File: config.mk
export PLATFORM = sky130hd
export DESIGN_NAME = fetch_unit_flat
export DESIGN_NICKNAME = d
export VERILOG_FILES = /design/src/rtl/fetch_unit_if.sv /design/src/rtl/fetch_unit.sv /design/src/flat_wrapper.sv
export SDC_FILE = /design/constraint.sdc
export NUM_CORES = 1
export LEC_CHECK = 0
export ABC_CLOCK_PERIOD_IN_PS = 14600
export CAP_MARGIN = 20
export CORE_MARGIN = 3
export CORE_UTILIZATION = 40
export DETAILED_ROUTE_END_ITERATION = 10
export PLACE_DENSITY = 0.64
export SLEW_MARGIN = 5
export SYNTH_ARGS = -nofsm -noshare
export SYNTH_HDL_FRONTEND = slang
export SYNTH_SLANG_ARGS = --single-unit
File: constraint.sdc
create_clock -name clk -period 14.6 [get_ports clk]
set_clock_uncertainty 0.2 [all_clocks]
set_input_delay 2.19 -clock clk [delete_from_list [all_inputs] [get_ports clk]]
set_output_delay 2.19 -clock clk [all_outputs]
set_load 0.02 [all_outputs]
File: src/rtl/fetch_unit_if.sv
// Fetch-stage bundle: execute redirect, instruction-memory request/response, IF/OF register.
// master = fetch unit side, slave = environment (execute, imem, operand fetch).
interface fetch_unit_if;
    logic        isBranchTaken;
    logic [31:0] branchPC;
    logic        stall;
    logic        imem_req;
    logic [31:0] imem_addr;
    logic        imem_valid;
    logic [31:0] imem_rdata;
    logic        instr_valid;
    logic [31:0] instr_out;
    logic [31:0] pc_out;

    modport master (
        input  isBranchTaken, branchPC, stall, imem_valid, imem_rdata,
        output imem_req, imem_addr, instr_valid, instr_out, pc_out
    );

    modport slave (
        output isBranchTaken, branchPC, stall, imem_valid, imem_rdata,
        input  imem_req, imem_addr, instr_valid, instr_out, pc_out
    );
endinterface

File: src/rtl/fetch_unit.sv
// Instruction fetch: PC, one outstanding imem request, IF/OF register; instr_valid follows imem_valid by 1 cycle.
// Under stall a response is parked in a skid word and imem_req drops until it drains; redirect overrides stall.
module fetch_unit #(
    parameter logic [31:0] RESET_PC = 32'h0000_0000
) (
    input  logic          clk,
    input  logic          rst,
    fetch_unit_if.master  bus
);

    typedef enum logic [1:0] {IDLE, WAIT, HOLD} state_t;

    state_t      state, stateNext;
    logic [31:0] pc, pcNext;
    logic [31:0] skid, skidNext;
    logic [31:0] addrQ, addrNext;
    logic [31:0] instrQ, instrNext;
    logic [31:0] pcOutQ, pcOutNext;
    logic        reqQ, reqNext;
    logic        vldQ, vldNext;
    logic        discard, discardNext;

    logic [31:0] target;
    logic [31:0] pcPlus4;
    logic        redirect;
    logic        slotFree;

    assign target   = {bus.branchPC[31:2], 2'b00};
    assign pcPlus4  = pc + 32'd4;
    assign redirect = bus.isBranchTaken;
    assign slotFree = !vldQ || !bus.stall;

    always_ff @(posedge clk or posedge rst) begin
        if (rst) state <= IDLE;
        else     state <= stateNext;
    end

    always_comb begin
        stateNext = state;
        case (state)
            IDLE:    stateNext = WAIT;
            WAIT:    if (bus.imem_valid && !discard && !redirect && !slotFree) stateNext = HOLD;
            HOLD:    if (redirect || !bus.stall) stateNext = WAIT;
            default: stateNext = IDLE;
        endcase
    end

    always_comb begin
        pcNext      = pc;
        skidNext    = skid;
        addrNext    = addrQ;
        reqNext     = reqQ;
        discardNext = discard;
        instrNext   = instrQ;
        pcOutNext   = pcOutQ;
        vldNext     = vldQ && bus.stall;
        if (redirect) begin
            pcNext  = target;
            vldNext = 1'b0;
        end
        case (state)
            IDLE: begin
                reqNext  = 1'b1;
                addrNext = redirect ? target : pc;
            end
            WAIT: begin
                if (bus.imem_valid) begin
                    if (discard) begin
                        // pc already holds the latest redirect target
                        discardNext = 1'b0;
                        addrNext    = redirect ? target : pc;
                    end else if (redirect) begin
                        addrNext = target;
                    end else if (slotFree) begin
                        vldNext   = 1'b1;
                        instrNext = bus.imem_rdata;
                        pcOutNext = pc;
                        pcNext    = pcPlus4;
                        addrNext  = pcPlus4;
                    end else begin
                        skidNext = bus.imem_rdata;
                        reqNext  = 1'b0;
                    end
                end else if (redirect) begin
                    // outstanding request must still complete; its data is dropped
                    discardNext = 1'b1;
                end
            end
            HOLD: begin
                if (redirect) begin
                    reqNext  = 1'b1;
                    addrNext = target;
                end else if (!bus.stall) begin
                    vldNext   = 1'b1;
                    instrNext = skid;
                    pcOutNext = pc;
                    pcNext    = pcPlus4;
                    reqNext   = 1'b1;
                    addrNext  = pcPlus4;
                end
            end
            default: ;
        endcase
    end

    always_ff @(posedge clk or posedge rst) begin
        if (rst) begin
            pc      <= RESET_PC;
            skid    <= 32'd0;
            addrQ   <= RESET_PC;
            reqQ    <= 1'b0;
            discard <= 1'b0;
            vldQ    <= 1'b0;
            instrQ  <= 32'd0;
            pcOutQ  <= 32'd0;
        end else begin
            pc      <= pcNext;
            skid    <= skidNext;
            addrQ   <= addrNext;
            reqQ    <= reqNext;
            discard <= discardNext;
            vldQ    <= vldNext;
            instrQ  <= instrNext;
            pcOutQ  <= pcOutNext;
        end
    end

    assign bus.imem_req    = reqQ;
    assign bus.imem_addr   = addrQ;
    assign bus.instr_valid = vldQ;
    assign bus.instr_out   = instrQ;
    assign bus.pc_out      = pcOutQ;

endmodule

File: src/flat_wrapper.sv
// flat-port wrapper written by rule: the top's interface ports become plain ports
module fetch_unit_flat 
#(
    parameter logic [31:0] RESET_PC = 32'h0000_0000
)
  (clk, rst, bus_isBranchTaken, bus_branchPC, bus_stall, bus_imem_valid, bus_imem_rdata, bus_imem_req, bus_imem_addr, bus_instr_valid, bus_instr_out, bus_pc_out);
  fetch_unit_if bus_i ();
  input  logic clk;
  input  logic rst;
  input wire logic [$bits(bus_i.isBranchTaken)-1:0] bus_isBranchTaken;
  input wire logic [$bits(bus_i.branchPC)-1:0] bus_branchPC;
  input wire logic [$bits(bus_i.stall)-1:0] bus_stall;
  input wire logic [$bits(bus_i.imem_valid)-1:0] bus_imem_valid;
  input wire logic [$bits(bus_i.imem_rdata)-1:0] bus_imem_rdata;
  output wire logic [$bits(bus_i.imem_req)-1:0] bus_imem_req;
  output wire logic [$bits(bus_i.imem_addr)-1:0] bus_imem_addr;
  output wire logic [$bits(bus_i.instr_valid)-1:0] bus_instr_valid;
  output wire logic [$bits(bus_i.instr_out)-1:0] bus_instr_out;
  output wire logic [$bits(bus_i.pc_out)-1:0] bus_pc_out;
  assign bus_i.isBranchTaken = bus_isBranchTaken;
  assign bus_i.branchPC = bus_branchPC;
  assign bus_i.stall = bus_stall;
  assign bus_i.imem_valid = bus_imem_valid;
  assign bus_i.imem_rdata = bus_imem_rdata;
  assign bus_imem_req = bus_i.imem_req;
  assign bus_imem_addr = bus_i.imem_addr;
  assign bus_instr_valid = bus_i.instr_valid;
  assign bus_instr_out = bus_i.instr_out;
  assign bus_pc_out = bus_i.pc_out;
  fetch_unit #(.RESET_PC(RESET_PC)) u_core (.clk(clk), .rst(rst), .bus(bus_i));
endmodule
After elaboration in Yosys (flattened, before gate mapping). Index checks and enable logic that the tools add are counted.

Input bits: 69. Register bits: 165. Output and inout bits: 98.

Equality and inequality tests: 13. Multiplexer cells: 49. Bitwise logic cells: 3. Reductions and logical operators: 21. Add/sub/neg operators: 1.

Operators by type and width (number): 32-bit 2-to-1 mux (25); 32-bit case mux with 2 select lines (3); 32-bit case mux with 3 select lines (1); 32-bit by 3-bit adder with 32-bit output, second input constant (1); 1-bit 2-to-1 mux (15); 2-bit != test, second input constant (6); 7-bit AND reduction (1); 2-bit by 1-bit != test with 1-bit output, second input constant (3); 2-bit case mux with 3 select lines (1); 6-bit AND reduction (1); 1-bit zero test (5); 5-bit AND reduction (1); 1-bit logical AND (4); 2-bit 2-to-1 mux (2); 4-bit by 2-bit != test with 1-bit output, second input constant (1); 2-bit AND reduction (2); 4-bit AND reduction (1); 2-bit nonzero test (2); 3-bit != test, second input constant (1); 1-bit NOT (3); 1-bit case mux with 3 select lines (1); 3-bit nonzero test (1); 2-bit by 1-bit equality test with 1-bit output, second input constant (1); 2-bit equality test, second input constant (1); other kinds (3) (4).

Longest topological paths before layout.
Depth after elaboration: 7. Depth in mapped cells: 11. Mapped depth without buffers: 7.

Least setup slack after synthesis. Ideal clock, no wire load.

Path type: input port to flip-flop. From: in bus_stall. To: reg u_core.addrQ[30], in the netlist u_core.bus.imem_addr[30]. Library setup time: 132 ps. Arrival: 3590 ps. Stages on the path: 7. Data required time: 14268 ps. Path slack: 10678 ps. Path buffers: 3. Cells stage by stage: buf_2 > and4bb_4 > a2111o_1 > buf_6 > buf_6 > a221oi_1 > o21ai_1.

Word-level cells in the longest chain between the ends: 4.

Ends and longest elaborated chain: start, declared (line flat_wrapper.sv:12) `input wire logic [$bits(bus_i.stall)-1:0] bus_stall;`; 1-bit zero test (line fetch_unit.sv:31) `assign slotFree = !vldQ || !bus.stall;`; 1-bit logical OR (line fetch_unit.sv:31); 4-bit by 2-bit != test with 1-bit output (no source line); 4-bit AND reduction (no source line) (*); end signal, assigned (line fetch_unit.sv:119) `addrQ <= addrNext;`; end, declared (line fetch_unit.sv:16) `logic [31:0] addrQ, addrNext;`.

Every way passes the cells marked *; elsewhere a longest branch is shown, timed or not. A chain may end at the register's enable or synchronous reset.

Worst setup path after layout.
From: in bus_isBranchTaken. To: reg u_core.pc[7].

Word-level cells in the longest chain between the ends: 6.

Ends and longest elaborated chain: start, declared (line flat_wrapper.sv:10) `input wire logic [$bits(bus_i.isBranchTaken)-1:0] bus_isBranchTaken;`; 32-bit 2-to-1 mux (line fetch_unit.sv:57) `if (redirect) begin`; 32-bit 2-to-1 mux (line fetch_unit.sv:74) `end else if (slotFree) begin`; 32-bit 2-to-1 mux (line fetch_unit.sv:72) `end else if (redirect) begin`; 32-bit 2-to-1 mux (line fetch_unit.sv:68) `if (discard) begin`; 32-bit 2-to-1 mux (line fetch_unit.sv:67) `if (bus.imem_valid) begin`; 32-bit case mux with 2 select lines (*) (line fetch_unit.sv:61) `case (state)`; net u_core.pcNext[7] (line fetch_unit.sv:14) `logic [31:0] pc, pcNext;`; end signal, assigned (line fetch_unit.sv:117) `pc <= pcNext;`; end, declared (line fetch_unit.sv:14).

Mark *: on every way through the listed nets, which the timed path passes. The rest lies on a longest branch.

==> results.json <==
{
  "reg2reg_depth": 7,
  "comb_power_share_pct": 43.0,
  "grt_usage_pct": 20.5,
  "synth_cells": 831,
  "synthFlopType": "dfrtp_1",
  "clk_pin_slew_ns": 0.07,
  "max-slew-margin-rel_pct": 35.0,
  "row_count": 52,
  "fin_crit_ns": 4.91,
  "fp.dieW_um": 152,
  "die_area_um2": 23000,
  "dp_worst_setup_slack_ns": 9.31,
  "ys_async_sr_fraction_pct": 100,
  "overflow": 0,
  "area_growth_pct": 28.0,
  "placed_area_um2": 10300,
  "p_int_w": 0.00131,
  "holdWs_ns": 0.277,
  "ys_types": 67,
  "switchingPower_w": 0.000880,
  "arrival_ns": 5.06,
  "setup.worst_path.class": "input pin to flip-flop",
  "place_congestion": 0.841,
  "final_cells": 1248,
  "diodes": 0,
  "yosys.area.top_type": "dfrtp_1",
  "htreeDepth": 4,
  "cts.sinks": 165,
  "finalInstanceArea_um2": 10900,
  "required_ns": 14.75,
  "layout.nets": 1039,
  "ys_seq_elements": 165,
  "seq_power_share_pct": 36.7,
  "drv_cap": 0,
  "status": "completed",
  "yosysWarnings": 0,
  "wirelength_mm": 23.7,
  "tns_ns": 0,
  "r2r_end": "u_core.bus.pc_out[29]",
  "holdPathEnd": "u_core.bus.imem_addr[0]",
  "dpl.hpwl_mm": 15.9,
  "p_leak_nw": 4.47,
  "yosysSeqAreaShare_pct": 48.6,
  "worstMarginPinSlew_ns": 0.974,
  "vias": 7013,
  "antenna_left": 0,
  "hold_start": "u_core.bus.imem_addr[0]",
  "clk_path_buf_depth": 2,
  "hold_violations": 0,
  "r2r_start": "u_core.state[1]",
  "synth_area_um2": 8500,
  "drv_slew": 0,
  "routedWlPerCell_um": 19.0,
  "avgSynthCellArea_um2": 10.2,
  "grt_pass1_vias": 6504,
  "drtPass1Iterations": 5,
  "synthTopCellsByArea": "dfrtp_1, mux2_2, mux2i_1, a21oi_1, o21ai_0",
  "startpoint_type": "input pin",
  "vias_per_cell": 5.62,
  "ir_drop_v": 0.000101,
  "cts_resized": 0,
  "clkPwrFrac_pct": 20.3,
  "p_sw_share_pct": 40.1,
  "start_util_pct": 41.3,
  "setup_viol": 0,
  "rsz0062_at_grt": "false",
  "antenna_found_initial": 0,
  "hold_path.class": "flip-flop to flip-flop",
  "coreArea_um2": 20600,
  "synth_edf_count": 0,
  "post-route-period-util_pct": 33.7,
  "io_buffers": 164,
  "die_h_um": 152,
  "syn-num-nets": 905,
  "cts_tree": "built",
  "first_iter_violations": 484,
  "powerDensity_nw_per_um2": 202,
  "pin_count": 167,
  "cts_hold_buf": 0,
  "drt_drc_violations_left": 0,
  "synth_commonest_cells": "dfrtp_1, a21oi_1, mux2_2",
  "worstHoldPathCells": 2,
  "clock-root-buffer": "clkbuf_16",
  "netlist.area_leader.share_pct": 48.6,
  "endpoint_kind": "flip-flop",
  "reg2reg_slack_ns": 11.16,
  "grt_pass1_wl_mm": 36.7,
  "drive_above_1_share_pct": 13.1,
  "cp_max_fo": 53,
  "worst_slack_ns": 9.69,
  "post_cts_buffers": 0,
  "yosysMostFrequentCell": "dfrtp_1",
  "grt_max_degree": 78,
  "placedCellCount": 1216,
  "cts_buffers": 17,
  "clock.fmax_mhz": 203,
  "clk_latency_ns": 0.43
}
-- worst max-delay path, cell delays in order --
cell      delay, ns
buf_2          0.10
buf_4          0.30
inv_2          0.62
nand2_1        0.36
or3_1          0.86
or3_1          0.51
o211ai_1       0.10
-- power groups by stage --
stage / Sequential, W / Combinational [W] / Clock [W]
floorplan: 0.000903 / 0.000445 / 0
global placement: 0.000805 / 0.000934 / 0
detailed placement: 0.000809 / 0.000946 / 0
CTS: 0.000803 / 0.000950 / 0.000457
global route: 0.000830 / 0.00102 / 0.000476
finish: 0.000804 / 0.000943 / 0.000446
-- logic make-up after synthesis --
group                    after synthesis  share of synthesized area (%)
AO/OA/AOI/OAI                        234                           18.2
AND/OR/NAND/NOR                      214                           12.6
flip-flops                           165                           48.6
multiplexers                         108                           13.7
buffers and inverters                 90                           4.62
XOR/XNOR                              15                           1.55
adder cells (fa/ha/maj)                5                          0.736
-- cell usage in the layout (no fill, tap or decap), types with 4 or more instances in the layout --
cell,instances
o211ai_1,5
clkinv_4,4
a31oi_1,4
clkbuf_16,17
nand3_1,23
xnor2_1,11
clkdlybuf4s50_1,163
o31ai_1,4
mux2_2,65
a221oi_1,4
inv_8,6
o31a_1,11
a32oi_1,4
or3_1,5
a32o_1,7
inv_1,28
and4_1,8
a21oi_1,74
xor2_1,4
o221ai_1,7
o21ai_1,4
nand4_1,10
a21o_1,6
a21boi_0,8
dfrtp_1,165
ha_1,4
nor4_1,6
a22oi_1,8
o22ai_1,5
a22o_1,7
nand2_1,58
o21ai_0,46
inv_6,5
mux2i_1,43
nor3_1,18
buf_4,11
o311ai_0,4
nor2_1,61
o21a_1,4
-- worst max path at each step --
stage	start	endpoint	slack [ns]
final	bus_isBranchTaken	u_core.pc[7]	9.69
after global routing	bus_isBranchTaken	u_core.pc[7]	9.56
after CTS	bus_isBranchTaken	u_core.pc[7]	9.77
after detailed placement	bus_isBranchTaken	u_core.pc[7]	9.31
after global placement	bus_isBranchTaken	u_core.pc[7]	9.30
after floorplan	rst	u_core.bus.imem_addr[0]	7.75
-- registers in the layout, summed over array words and instances (netlist names) --
name,count
u_core.bus.imem_addr,32
u_core.bus.instr_out,32
u_core.bus.pc_out,32
u_core.pc,32
u_core.skid,32
u_core.state,2
u_core.bus.imem_req,1
u_core.bus.instr_valid,1
u_core.discard,1
-- through the flow --
step / util [%] / total power, W
4_1_cts: 52.9 / 0.00221
5_1_grt: 52.9 / 0.00233
2_1_floorplan: - / 0.00135
3_5_place_dp: 50.1 / 0.00175
3_3_place_gp: 50.1 / 0.00174
6_report: 52.9 / 0.00219
-- metal layers --
metal / share of wire (%) / vias to the layer above / GRT usage [%]
li1: - / 3317 / -
met1: 46 / 3408 / 29.2
met2: 45 / 254 / 31.2
met3: 7.0 / 34 / 4.76
met4: 1.8 / 0 / 6.24
met5: 0 / - / 0
-- final cells by class --
type / instances / area, um^2
clock buffer: 17 / 425
clock inverter: 15 / 154
fill: 1882 / 9690
inverter: 30 / 118
multi-input combinational: 576 / 3990
sequential: 165 / 4130
tap: 270 / 338
timing repair buffer: 175 / 1720
Note: power is estimated with default switching activity, not from simulation.
